[config.mk]
export PLATFORM = sky130hd
export DESIGN_NAME = zeroriscy_axi_slave
export DESIGN_NICKNAME = d
export VERILOG_FILES = /design/src/rtl/zeroriscy_axi_slave.sv
export SDC_FILE = /design/constraint.sdc
export NUM_CORES = 1
export LEC_CHECK = 0
export CORE_MARGIN = 2
export CORE_UTILIZATION = 40
export DETAILED_ROUTE_END_ITERATION = 6
export PLACE_DENSITY = 0.79
export SLEW_MARGIN = 20
export SYNTH_ARGS = -nofsm -noshare
export SYNTH_HDL_FRONTEND = slang
export SYNTH_SLANG_ARGS = --single-unit
export TNS_END_PERCENT = 20
[constraint.sdc]
create_clock -name clk -period 3.5 [get_ports clk]
set_input_delay 1.05 -clock clk [delete_from_list [all_inputs] [get_ports clk]]
set_output_delay 1.05 -clock clk [all_outputs]
set_load 0.03 [all_outputs]
[src/rtl/zeroriscy_axi_slave.sv]
// AXI4 slave that turns write/read bursts into single-beat req/gnt/rvalid memory accesses.
// One AXI transaction at a time, one memory access outstanding.
module zeroriscy_axi_slave #(
    parameter int ADDR_W = 32,
    parameter int DATA_W = 32
) (
    input  logic              clk,
    input  logic              reset,

    input  logic [ADDR_W-1:0] S_AXI_AWADDR,
    input  logic [7:0]        S_AXI_AWLEN,
    input  logic [2:0]        S_AXI_AWSIZE,
    input  logic [1:0]        S_AXI_AWBURST,
    input  logic              S_AXI_AWVALID,
    output logic              S_AXI_AWREADY,

    input  logic [DATA_W-1:0] S_AXI_WDATA,
    input  logic [DATA_W/8-1:0] S_AXI_WSTRB,
    input  logic              S_AXI_WLAST,
    input  logic              S_AXI_WVALID,
    output logic              S_AXI_WREADY,

    output logic [1:0]        S_AXI_BRESP,
    output logic              S_AXI_BVALID,
    input  logic              S_AXI_BREADY,

    input  logic [ADDR_W-1:0] S_AXI_ARADDR,
    input  logic [7:0]        S_AXI_ARLEN,
    input  logic [2:0]        S_AXI_ARSIZE,
    input  logic [1:0]        S_AXI_ARBURST,
    input  logic              S_AXI_ARVALID,
    output logic              S_AXI_ARREADY,

    output logic [DATA_W-1:0] S_AXI_RDATA,
    output logic [1:0]        S_AXI_RRESP,
    output logic              S_AXI_RLAST,
    output logic              S_AXI_RVALID,
    input  logic              S_AXI_RREADY,

    output logic              m_req,
    input  logic              m_gnt,
    output logic              m_we,
    output logic [DATA_W/8-1:0] m_be,
    output logic [ADDR_W-1:0] m_addr,
    output logic [DATA_W-1:0] m_wdata,
    input  logic [DATA_W-1:0] m_rdata,
    input  logic              m_rvalid,
    input  logic              m_err
);

    typedef enum logic [2:0] {
        IDLE, W_DATA, W_REQ, W_CMPL, B_RESP, R_REQ, R_CMPL, R_DATA
    } state_t;

    localparam logic [ADDR_W-1:0] WORD_STEP = ADDR_W'(4);
    localparam logic [2:0]        SIZE_WORD = 3'b010;
    localparam logic [1:0]        RESP_OK   = 2'b00;
    localparam logic [1:0]        RESP_SLV  = 2'b10;

    state_t            state;
    logic [ADDR_W-1:0] addr;
    logic [8:0]        remaining;
    logic [1:0]        burst;
    logic              size_ok;
    logic              err;
    logic              last_rd;

    logic              pick_rd;
    logic              pick_wr;
    logic              last_beat;
    logic              beat_err;
    logic [ADDR_W-1:0] next_addr;

    // On a simultaneous AW/AR request the channel not served last time wins.
    assign pick_rd = (state == IDLE) && S_AXI_ARVALID && (!S_AXI_AWVALID || !last_rd);
    assign pick_wr = (state == IDLE) && S_AXI_AWVALID && !pick_rd;
    assign S_AXI_ARREADY = pick_rd;
    assign S_AXI_AWREADY = pick_wr;

    assign last_beat = (remaining == 9'd1);
    assign beat_err  = size_ok && m_rvalid && m_err;
    // WRAP is walked like INCR; it is already flagged as an error at address time.
    assign next_addr = (burst == 2'b00) ? addr : addr + WORD_STEP;

    always_ff @(posedge clk) begin
        if (reset) begin
            state        <= IDLE;
            addr         <= '0;
            remaining    <= '0;
            burst        <= '0;
            size_ok      <= 1'b0;
            err          <= 1'b0;
            last_rd      <= 1'b0;
            S_AXI_WREADY <= 1'b0;
            S_AXI_BVALID <= 1'b0;
            S_AXI_BRESP  <= RESP_OK;
            S_AXI_RVALID <= 1'b0;
            S_AXI_RDATA  <= '0;
            S_AXI_RRESP  <= RESP_OK;
            S_AXI_RLAST  <= 1'b0;
            m_req        <= 1'b0;
            m_we         <= 1'b0;
            m_be         <= '0;
            m_addr       <= '0;
            m_wdata      <= '0;
        end else begin
            case (state)
                IDLE: begin
                    if (pick_rd) begin
                        addr      <= S_AXI_ARADDR;
                        remaining <= {1'b0, S_AXI_ARLEN} + 9'd1;
                        burst     <= S_AXI_ARBURST;
                        size_ok   <= (S_AXI_ARSIZE == SIZE_WORD);
                        err       <= (S_AXI_ARSIZE != SIZE_WORD) || S_AXI_ARBURST[1];
                        last_rd   <= 1'b1;
                        state     <= R_REQ;
                        if (S_AXI_ARSIZE == SIZE_WORD) begin
                            m_req  <= 1'b1;
                            m_we   <= 1'b0;
                            m_be   <= '1;
                            m_addr <= {S_AXI_ARADDR[ADDR_W-1:2], 2'b00};
                        end
                    end else if (pick_wr) begin
                        addr         <= S_AXI_AWADDR;
                        remaining    <= {1'b0, S_AXI_AWLEN} + 9'd1;
                        burst        <= S_AXI_AWBURST;
                        size_ok      <= (S_AXI_AWSIZE == SIZE_WORD);
                        err          <= (S_AXI_AWSIZE != SIZE_WORD) || S_AXI_AWBURST[1];
                        last_rd      <= 1'b0;
                        S_AXI_WREADY <= 1'b1;
                        state        <= W_DATA;
                    end
                end

                W_DATA: begin
                    if (S_AXI_WVALID) begin
                        S_AXI_WREADY <= 1'b0;
                        m_wdata      <= S_AXI_WDATA;
                        m_be         <= S_AXI_WSTRB;
                        if (S_AXI_WLAST != last_beat) begin
                            err <= 1'b1;
                        end
                        state <= W_REQ;
                        if (size_ok) begin
                            m_req  <= 1'b1;
                            m_we   <= 1'b1;
                            m_addr <= {addr[ADDR_W-1:2], 2'b00};
                        end
                    end
                end

                W_REQ: begin
                    if (!size_ok) begin
                        state <= W_CMPL;
                    end else if (m_gnt) begin
                        m_req <= 1'b0;
                        state <= W_CMPL;
                    end
                end

                // Beat count, not WLAST, decides when the write burst ends.
                W_CMPL: begin
                    if (!size_ok || m_rvalid) begin
                        err       <= err | beat_err;
                        addr      <= next_addr;
                        remaining <= remaining - 9'd1;
                        if (last_beat) begin
                            S_AXI_BVALID <= 1'b1;
                            S_AXI_BRESP  <= (err || beat_err) ? RESP_SLV : RESP_OK;
                            state        <= B_RESP;
                        end else begin
                            S_AXI_WREADY <= 1'b1;
                            state        <= W_DATA;
                        end
                    end
                end

                B_RESP: begin
                    if (S_AXI_BREADY) begin
                        S_AXI_BVALID <= 1'b0;
                        S_AXI_BRESP  <= RESP_OK;
                        state        <= IDLE;
                    end
                end

                R_REQ: begin
                    if (!size_ok) begin
                        state <= R_CMPL;
                    end else if (m_gnt) begin
                        m_req <= 1'b0;
                        state <= R_CMPL;
                    end
                end

                // Memory errors only affect their own beat; burst-level errors affect every beat.
                R_CMPL: begin
                    if (!size_ok) begin
                        S_AXI_RDATA  <= '0;
                        S_AXI_RRESP  <= RESP_SLV;
                        S_AXI_RVALID <= 1'b1;
                        S_AXI_RLAST  <= last_beat;
                        state        <= R_DATA;
                    end else if (m_rvalid) begin
                        S_AXI_RDATA  <= m_rdata;
                        S_AXI_RRESP  <= (err || m_err) ? RESP_SLV : RESP_OK;
                        S_AXI_RVALID <= 1'b1;
                        S_AXI_RLAST  <= last_beat;
                        state        <= R_DATA;
                    end
                end

                R_DATA: begin
                    if (S_AXI_RREADY) begin
                        S_AXI_RVALID <= 1'b0;
                        S_AXI_RLAST  <= 1'b0;
                        addr         <= next_addr;
                        remaining    <= remaining - 9'd1;
                        if (last_beat) begin
                            state <= IDLE;
                        end else begin
                            state <= R_REQ;
                            if (size_ok) begin
                                m_req  <= 1'b1;
                                m_addr <= {next_addr[ADDR_W-1:2], 2'b00};
                            end
                        end
                    end
                end

                default: state <= IDLE;
            endcase
        end
    end

endmodule
==> impl_metrics.py, run 1 <==
metrics = {
    "power": {
        "power_leakage_nw": 4.244,
        "switchingPower_w": 0.003447,
        "comb_power_share": 0.456,
        "ir_drop_uv": 422.7,
        "p_int_w": 0.004575,
        "p_clk_frac": 0.230,
        "seqPwrFrac": 0.314,
        "p_per_area_mw_per_mm2": 676.8,
        "power_switching_share": 0.4297,
    },
    "job": {
        "drv_cap": 0,
    },
    "yosys": {
        "yosysSeqAreaShare": 0.3693,
        "synth_seq_cells": 153,
        "synthAdderAreaFrac": 0.006035,
        "async_reset_ff_frac": 0,
        "postSynthAreaPerCell_um2": 7.539,
        "ys.warnings.count": 0,
        "synth_top_family_by_area": "compound AO/OA/AOI/OAI gates",
        "ys_types": 73,
        "synth_area_mm2": 0.008293,
        "synth-xor-area-share": 0.02323,
        "synth-edff-count": 0,
        "synthMuxAreaShare": 0.01282,
        "syn_inst": 1100,
        "synth_ff_type": "dfxtp_1",
        "synth-simple-area-share": 0.2603,
        "synth_compound_area_frac": 0.2657,
    },
    "timing": {
        "worst_slack_ns": 0.1246,
        "finClkSkew_ns": 0.01299,
        "slew_headroom": 0.4819,
        "min_period_over_period": 0.9644,
        "setup_viol": 0,
        "worst_pin_slew_ns": 0.7763,
        "hold_viol": 0,
        "holdWs_ns": 0.4531,
        "rsz0062_at_grt": "no",
        "fin_setup_tns_ns": 0,
        "fmaxAchievable_mhz": 296.3,
        "final.min_clock_period_ns": 3.375,
        "slew_violations": 0,
    },
    "cts": {
        "clock_latency_ns": 0.42,
        "clock-sinks": 153,
        "path_clk_slew_ns": 0.06,
        "ctsHtreeMaxLevel": 4,
        "cts_root_buf": "clkbuf_16",
        "cts_made_buffers": 17,
        "post_cts_buffers": 0,
        "cts_tree": "yes",
        "cts.path.max_buffers": 2,
    },
    "setup_path": {
        "worst_setup_path_end_kind": "output port",
        "r2r_slack_ns": 0.97,
        "required_ns": 2.45,
        "worst-setup-path-type": "input port to output port",
        "start_kind": "input port",
        "cp.arrival_ns": 2.33,
        "cp_max_fo": 16,
    },
    "die": {
        "die_x_um": 148.0,
        "ios": 281,
        "die_area_mm2": 0.02190,
        "die_h_um": 148.0,
        "initial_utilization": 0.4085,
        "rows": 52,
        "core_area_mm2": 0.02030,
    },
    "hold_path": {
        "hp-class": "register to register",
    },
    "status": {
        "violations": "design-rule violations",
        "status": "finished, violations left",
    },
    "routing": {
        "ant_nets": 0,
        "via_count": 9110,
        "via_per_inst": 5.610,
        "drt-pass1-iter-count": 7,
        "routedWlPerCell_um": 17.30,
        "wl_um": 28090,
        "drtIter0Drc": 748,
        "route.detailed.drc": 2,
    },
    "cells_and_area": {
        "nets": 1513,
        "syn2layout_area_growth_pct": 42.92,
        "final_common_cell": "clkdlybuf4s50_1",
        "mostFrequentLayoutCells": "269 x clkdlybuf4s50_1, 182 x nand2_1, 153 x dfxtp_1, 137 x nor2_1, 106 x a21oi_1",
        "nFillCells": 1845,
        "utilization": 0.5839,
        "drive_above_1_share": 0.08869,
    },
    "grt": {
        "antenna_found_initial": 1,
        "grt_max_degree": 152,
        "grt_overflow_total": 0,
        "gr-usage-all-layers": 0.2504,
        "grt_pass1_vias": 8730,
        "grt_pass1_wl_um": 44610,
    },
    "placement": {
        "portBuffers": 272,
        "place.gp.congestion": 0.8951,
        "pre_cts_slack_ns": -0.1960,
        "dp_hpwl_um": 19680,
    },
}
[sequential cells by signal, summed over array words and instances (netlist names), 2 cells and up]
| signal | count |
|---|---|
| S_AXI_RDATA | 32 |
| m_wdata | 32 |
| addr | 30 |
| m_addr | 30 |
| remaining | 9 |
| m_be | 4 |
| state | 3 |
| burst | 2 |
[metal layers]
metal,GRT usage,part of all wire,up-vias
li1,-,-,4419
met1,0.3075,0.40,4211
met2,0.4204,0.48,428
met3,0.06852,0.087,52
met4,0.09190,0.025,0
met5,0,0,-
[timing repair]
action                     CTS  global route
setup endpoints to repair    1             2
hold buffers                 0             0
resized for setup            0             2
[Yosys cell counts (all sizes together), types with 2 or more instances]
cell type,count,share of area
o21ai,55,0.034
a2bb2oi,2,0.0021
a31oi,16,0.012
and3,10,0.0075
o311ai,2,0.0021
a21o,5,0.0045
xnor2,16,0.017
a31o,2,0.0021
a222oi,9,0.011
o22ai,4,0.0030
mux2i,5,0.0060
a211oi,26,0.027
xor2,6,0.0063
o32ai,7,0.0074
nand2,186,0.086
a22oi,34,0.031
a311oi,5,0.0053
o21a,6,0.0056
nor2b,4,0.0030
mux2,5,0.0068
a2111oi,3,0.0039
and2,4,0.0030
nand4,12,0.012
dfxtp,153,0.37
nor2,138,0.062
and4,5,0.0053
a21oi,106,0.064
a221oi,12,0.017
buf,37,0.027
nor4,9,0.010
nand2b,3,0.0023
inv,20,0.0091
or3,6,0.0045
o211ai,20,0.018
nor3b,5,0.0051
ha,4,0.0060
nand3,43,0.026
o221a,3,0.0041
nor3,39,0.028
nand3b,2,0.0018
o211a,2,0.0024
clkbuf,56,0.026
or3b,2,0.0021
a221o,2,0.0024
[cell families (layout without fill, tap and decap cells)]
group	Yosys count	in the layout
and+or+nand+nor	469	469
AOI/OAI and AO/OA	327	327
DFF	153	153
buffers and inverters	114	364
xor gates and xnor gates	22	22
muxes	10	10
adders and majority gates	4	4
other	1	5
[final cells by class]
cell class | instances | area, µm² | share of cell area
diodes | 1 | 2.502 | 0.0002111
inverters | 21 | 78.83 | 0.006650
well taps | 270 | 337.8 | 0.02850
clock inverters | 13 | 130.1 | 0.01098
flip-flops and latches | 153 | 3063 | 0.2584
repair buffers | 311 | 3037 | 0.2562
multi-input cells | 836 | 4751 | 0.4008
clock buffers | 19 | 452.9 | 0.03821
[per-stage QoR]
stage               instances  total power (W)  area [µm²]
finish                   1624         0.008021       11850
global route             1624         0.008517       11850
CTS                      1623         0.008000       11850
detailed placement       1592         0.006155       11270
global placement         1592         0.006085       11270
floorplan                1103         0.004920        8304
[critical path: stages]
cell             delay, ns
clkdlybuf4s50_1       0.47
a21boi_1              0.16
buf_4                 0.15
nand2_4               0.06
inv_2                 0.08
buf_6                 0.17
buf_4                 0.18
[path summary, 6_finish.rpt]
check                     start       endpoint  depth (start not counted)
setup / recovery  S_AXI_ARVALID  S_AXI_ARREADY                          7
hold / removal      m_wdata[27]    m_wdata[27]                          2
hold reg to reg     m_wdata[27]    m_wdata[27]                          2
setup reg to reg       state[1]     m_addr[21]                          7
[power groups by stage]
stage / clock network, W / registers (W) / logic, W
after CTS: 0.00187 / 0.00251 / 0.00363
after floorplan: 0 / 0.00259 / 0.00233
final: 0.00184 / 0.00252 / 0.00366
after global routing: 0.00194 / 0.00258 / 0.00400
after detailed placement: 0 / 0.00254 / 0.00361
after global placement: 0 / 0.00252 / 0.00357
No activity file was read; power rests on OpenSTA's default activity.
==> run 2: changes to the inputs <==
- SETUP_SLACK_MARGIN: unset -> 0.5
==> impl_metrics.py, run 2 (synthesized netlist as in run 1, its figures left out) <==
metrics = {
    "setup_path": {
        "crit_path_cell_trace": "dlygate4sd2_1 -> a21boi_4 -> nand2_4 -> inv_2 -> buf_4 -> buf_6",
        "crit_family": "buffers and inverters",
        "start_kind": "input port",
        "required_ns": 2.45,
        "crit_slowest_cell": "dlygate4sd2_1",
        "r2r_start": "state[2]",
        "r2r_slack_ns": 0.91,
        "r2r_end": "remaining[6]",
        "r2r_cells": 11,
        "worst-setup-path-type": "input port to output port",
        "cp_max_fo": 3,
        "cp.arrival_ns": 1.93,
        "critPathMaxStageDelay_ns": 0.28,
        "cp_num_buf_inv": 4,
        "worst_setup_path_end_kind": "output port",
    },
    "cells_and_area": {
        "multi_input_area_mm2": 0.004766,
        "ff_latch_area_mm2": 0.003063,
        "nFillCells": 1826,
        "antenna_cells": 0,
        "design_area_mm2": 0.01191,
        "syn2layout_area_growth_pct": 43.66,
        "largestRegisters": "S_AXI_RDATA: 32 flops, m_wdata: 32 flops",
        "drive_above_1_share": 0.09024,
        "final_common_cell": "clkdlybuf4s50_1",
        "mostFrequentLayoutCells": "267 x clkdlybuf4s50_1, 182 x nand2_1, 153 x dfxtp_1, 136 x nor2_1, 106 x a21oi_1",
        "utilization": 0.5869,
        "nets": 1512,
    },
    "cts": {
        "ctsHtreeMaxLevel": 4,
        "cts_tree": "yes",
        "path_clk_slew_ns": 0.06,
        "clock_latency_ns": 0.43,
        "cts_made_buffers": 17,
        "clock-sinks": 153,
        "cts_root_buf": "clkbuf_16",
        "cts.path.max_buffers": 2,
        "cts-hold-fix-buffers": 0,
    },
    "die": {
        "core_area_mm2": 0.02030,
        "initial_utilization": 0.4085,
        "die_area_mm2": 0.02190,
        "ios": 281,
        "die_h_um": 148.0,
        "rows": 52,
        "die_x_um": 148.0,
    },
    "routing": {
        "drt-pass1-iter-count": 6,
        "wl_um": 28430,
        "wl_met3_um": 2550,
        "routedWlPerCell_um": 17.53,
        "ant_nets": 0,
        "wl_met2_um": 13610,
        "via_per_inst": 5.646,
        "top_layer_used": "met4",
        "drtIter0Drc": 836,
        "via_count": 9158,
        "route.detailed.drc": 0,
        "met1Wirelength_um": 11410,
    },
    "power": {
        "power_leakage_nw": 4.273,
        "ir_drop_uv": 393.1,
        "p_per_area_mw_per_mm2": 689.2,
    },
    "placement": {
        "dp_hpwl_um": 19350,
        "place.gp.congestion": 0.8855,
        "placed_cell_area_mm2": 0.01127,
        "portBuffers": 272,
    },
    "timing": {
        "hold_viol": 0,
        "rsz0062_at_grt": "yes",
        "fmaxAchievable_mhz": 335.4,
        "slew_headroom": 0.4918,
        "setup_viol": 0,
        "fin_setup_tns_ns": 0,
        "finClkSkew_ns": 0.01520,
        "min_period_over_period": 0.8518,
        "worst_pin_slew_ns": 0.7594,
        "slew_violations": 0,
        "final.min_clock_period_ns": 2.981,
    },
    "grt": {
        "grt_pass1_wl_um": 44780,
        "gr-usage-all-layers": 0.2527,
        "grt_pass1_vias": 8647,
        "antenna_found_initial": 0,
        "grt_max_degree": 152,
        "grt_overflow_total": 0,
    },
    "job": {
        "drv_cap": 0,
    },
    "hold_path": {
        "hold-path-cell-count": 2,
        "hp-class": "register to register",
        "whs_endpoint": "m_wdata[23]",
        "hold_start": "m_wdata[23]",
    },
    "status": {
        "status": "complete, no violations",
    },
}
-- run 2: changes by cell type in the layout (fill, tap and decap cells not counted), sizes merged --
cell           delta
bufinv            +2
dlygate4sd2       +2
inv               +1
clkbuf            -2
clkinv            +1
clkdlybuf4s50     -2
buf               -1
clkinvlp          -2
diode             -1
-- run 2: worst reg2reg max path, stage by stage, from the launching register on --
cell and delay (ns):
dfxtp_1 0.33, nor3_4 0.44, nand2_4 0.12, inv_2 0.07, mux2_2 0.34, ha_2 0.20
and3_1 0.19, nand3_1 0.09, xor2_1 0.14, a2111oi_0 0.10, buf_4 0.16, a311o_1 0.30
-- run 2: final cells by class --
cell class / count / area share
Multi-Input combinational cell: 836 / 0.4000
Clock inverter: 15 / 0.01712
Timing Repair Buffer: 310 / 0.2551
Inverter: 21 / 0.006616
Sequential cell: 153 / 0.2571
Tap cell: 270 / 0.02836
Clock buffer: 17 / 0.03571
-- run 2: per-stage QoR --
stage	worst slack (ns)	power (W)	std cells	hold slack, ns
finish	0.5187	0.008211	1622	0.4521
global route	0.4926	0.008681	1622	0.4703
CTS	0.5178	0.008191	1622	0.4547
detailed placement	-0.05845	0.006158	1588	0.4455
global placement	-0.04977	0.006078	1588	0.4398
floorplan	0.5131	0.004939	1103	0.4541
-- run 2: power by group --
| part | total (W) | internal (W) | switching, W |
|---|---|---|---|
| Combinational | 0.00369 | 0.00145 | 0.00223 |
| Clock | 0.00200 | 0.00115 | 0.000846 |
| Sequential | 0.00253 | 0.00210 | 0.000428 |
| Total | 0.00821 | 0.00471 | 0.00350 |
-- run 2: how the worst max path moves through the flow --
stage	start	to	slack (ns)	cells past startpoint
floorplan	S_AXI_ARVALID	remaining[6]	0.51	13
global route	S_AXI_AWVALID	S_AXI_ARREADY	0.49	6
detailed placement	S_AXI_ARVALID	remaining[6]	-0.06	12
finish	S_AXI_AWVALID	S_AXI_ARREADY	0.52	6
global placement	S_AXI_ARVALID	remaining[6]	-0.05	12
CTS	S_AXI_ARVALID	S_AXI_AWREADY	0.52	6
-- run 2: layer usage --
layer,vias to the layer above,global-route usage
met5,-,0
met3,76,0.06574
met1,4209,0.3100
li1,4427,-
met2,446,0.4250
met4,0,0.09714
-- run 2: what timing repair did --
| item | in CTS | in global routing |
|---|---|---|
| setup endpoints to repair | 3 | 4 |
| setup buffers | 2 | 0 |
| pin swaps | 1 | 2 |
| hold endpoints to repair | 0 | 0 |
| resized for setup | 5 | 0 |
==> run 3: changes to the inputs <==
- CTS_CLUSTER_DIAMETER: unset -> 50
- RECOVER_POWER: unset -> 50
==> impl_metrics.py, run 3 (synthesized netlist as in run 1, its figures left out) <==
metrics = {
    "cts": {
        "path_clk_slew_ns": 0.07,
        "cts_root_buf": "clkbuf_16",
        "cts_tree": "yes",
        "ctsHtreeMaxLevel": 4,
        "clock_latency_ns": 0.44,
        "cts_made_buffers": 17,
        "clock-sinks": 153,
        "cts.path.max_buffers": 2,
    },
    "routing": {
        "ant_nets": 0,
        "wl_um": 28280,
        "via_count": 9161,
        "route.detailed.drc": 0,
        "via_per_inst": 5.648,
        "routedWlPerCell_um": 17.43,
        "drtIter0Drc": 798,
        "drt-pass1-iter-count": 6,
    },
    "setup_path": {
        "r2r_cells": 7,
        "required_ns": 3.84,
        "worst-setup-path-type": "input port to register",
        "start_kind": "input port",
        "r2r_end": "m_addr[21]",
        "worst_setup_path_end_kind": "register",
        "r2r_slack_ns": 0.62,
        "r2r_start": "state[1]",
        "cp_max_fo": 15,
        "cp.arrival_ns": 3.33,
    },
    "timing": {
        "worst_pin_slew_ns": 1.859,
        "fmaxAchievable_mhz": 334.4,
        "final.min_clock_period_ns": 2.990,
        "hold_viol": 0,
        "slew_violations": 152,
        "min_period_over_period": 0.8544,
        "rsz0062_at_grt": "yes",
        "setup_viol": 0,
        "finClkSkew_ns": 0.01663,
        "slew_headroom": -0.2396,
    },
    "placement": {
        "dp_hpwl_um": 19350,
        "place.gp.congestion": 0.8855,
        "placed_cell_area_mm2": 0.01127,
        "portBuffers": 272,
    },
    "status": {
        "status": "finished, violations left",
        "violations": "max-capacitance violations, max-slew violations",
    },
    "cells_and_area": {
        "utilization": 0.5860,
        "final_common_cell": "clkdlybuf4s50_1",
        "drive_above_1_share": 0.08876,
        "antenna_cells": 0,
        "nFillCells": 1829,
        "multi_input_area_mm2": 0.004765,
        "ff_latch_area_mm2": 0.003063,
        "design_area_mm2": 0.01190,
        "mostFrequentLayoutCells": "198 x clkdlybuf4s50_1, 182 x nand2_1, 153 x dfxtp_1, 136 x nor2_1, 106 x a21oi_1",
        "syn2layout_area_growth_pct": 43.45,
        "nets": 1512,
        "largestRegisters": "S_AXI_RDATA: 32 flops, m_wdata: 32 flops",
    },
    "grt": {
        "grt_pass1_wl_um": 44780,
        "antenna_found_initial": 0,
        "gr-usage-all-layers": 0.2527,
        "grt_pass1_vias": 8647,
        "grt_overflow_total": 0,
        "grt_max_degree": 152,
    },
    "hold_path": {
        "hp-class": "register to register",
        "hold_start": "m_wdata[23]",
        "whs_endpoint": "m_wdata[23]",
        "hold-path-cell-count": 2,
    },
    "power": {
        "ir_drop_uv": 392.6,
        "totalPowerFinal_w": 0.008174,
        "p_per_area_mw_per_mm2": 687.1,
        "power_leakage_nw": 4.494,
    },
    "die": {
        "ios": 281,
        "core_area_mm2": 0.02030,
        "die_h_um": 148.0,
        "die_x_um": 148.0,
        "die_area_mm2": 0.02190,
        "initial_utilization": 0.4085,
        "rows": 52,
    },
    "job": {
        "drv_cap": 1,
    },
}
==> run 3: changes by cell type in the layout (fill, tap and decap cells not counted) <==
cell and change:
clkbuf_4 +1, clkbuf_1 +1, buf_4 -1, o21a_2 -1
dlygate4sd3_1 +69, buf_12 -1, o21a_1 +1, clkdlybuf4s50_1 -69
==> run 3: worst max-delay path by stage <==
| stage | start | endpoint | slack (ns) | cells past startpoint |
|---|---|---|---|---|
| finish | S_AXI_RREADY | m_addr[21] | 0.51 | 7 |
| floorplan | S_AXI_ARVALID | remaining[6] | 0.51 | 13 |
| global route | S_AXI_RREADY | m_addr[20] | 0.43 | 6 |
| CTS | S_AXI_ARVALID | S_AXI_AWREADY | 0.52 | 6 |
| detailed placement | S_AXI_ARVALID | remaining[6] | -0.06 | 12 |
| global placement | S_AXI_ARVALID | remaining[6] | -0.05 | 12 |
==> run 3: cell type report <==
type / count / area share
Clock inverter: 15 / 0.01714
Tap cell: 270 / 0.02840
Multi-Input combinational cell: 836 / 0.4005
Timing Repair Buffer: 310 / 0.2541
Clock buffer: 17 / 0.03576
Inverter: 21 / 0.006626
Sequential cell: 153 / 0.2575
==> run 3: routing by layer <==
metal	vias up	GRT usage	wire, µm
li1	4436	-	-
met1	4227	0.3100	11440
met2	424	0.4250	13540
met3	74	0.06574	2448
met4	0	0.09714	849
met5	-	0	0
==> run 3: timing repair <==
action,4_1_cts,5_1_grt
pin swaps,1,2
hold buffers,0,0
endpoints found under the setup margin,3,4
buffers inserted,2,0
gates cloned,0,0
resized for setup,5,0
endpoints found under the hold margin,0,0
==> run 3: critical path: stages <==
cell,delay [ns]
clkdlybuf4s50_1,0.46
and3_1,0.20
o211ai_1,0.42
o21a_1,0.78
a221o_1,0.21
a21oi_1,0.04
nor3_1,0.17
==> run 3: through the flow <==
stage | setup TNS [ns] | cells | setup slack, ns | hold WS (ns)
after CTS | 0 | 1622 | 0.5178 | 0.4547
after detailed placement | -0.05845 | 1588 | -0.05845 | 0.4455
after floorplan | 0 | 1103 | 0.5131 | 0.4541
final | 0 | 1622 | 0.5096 | 0.4483
after global routing | 0 | 1622 | 0.4278 | 0.4673
after global placement | -0.04977 | 1588 | -0.04977 | 0.4398
==> run 3: power by group <==
| part | internal, W | switching (W) |
|---|---|---|
| Combinational | 0.00143 | 0.00223 |
| Clock | 0.00115 | 0.000847 |
| Sequential | 0.00210 | 0.000423 |
| Total | 0.00468 | 0.00349 |
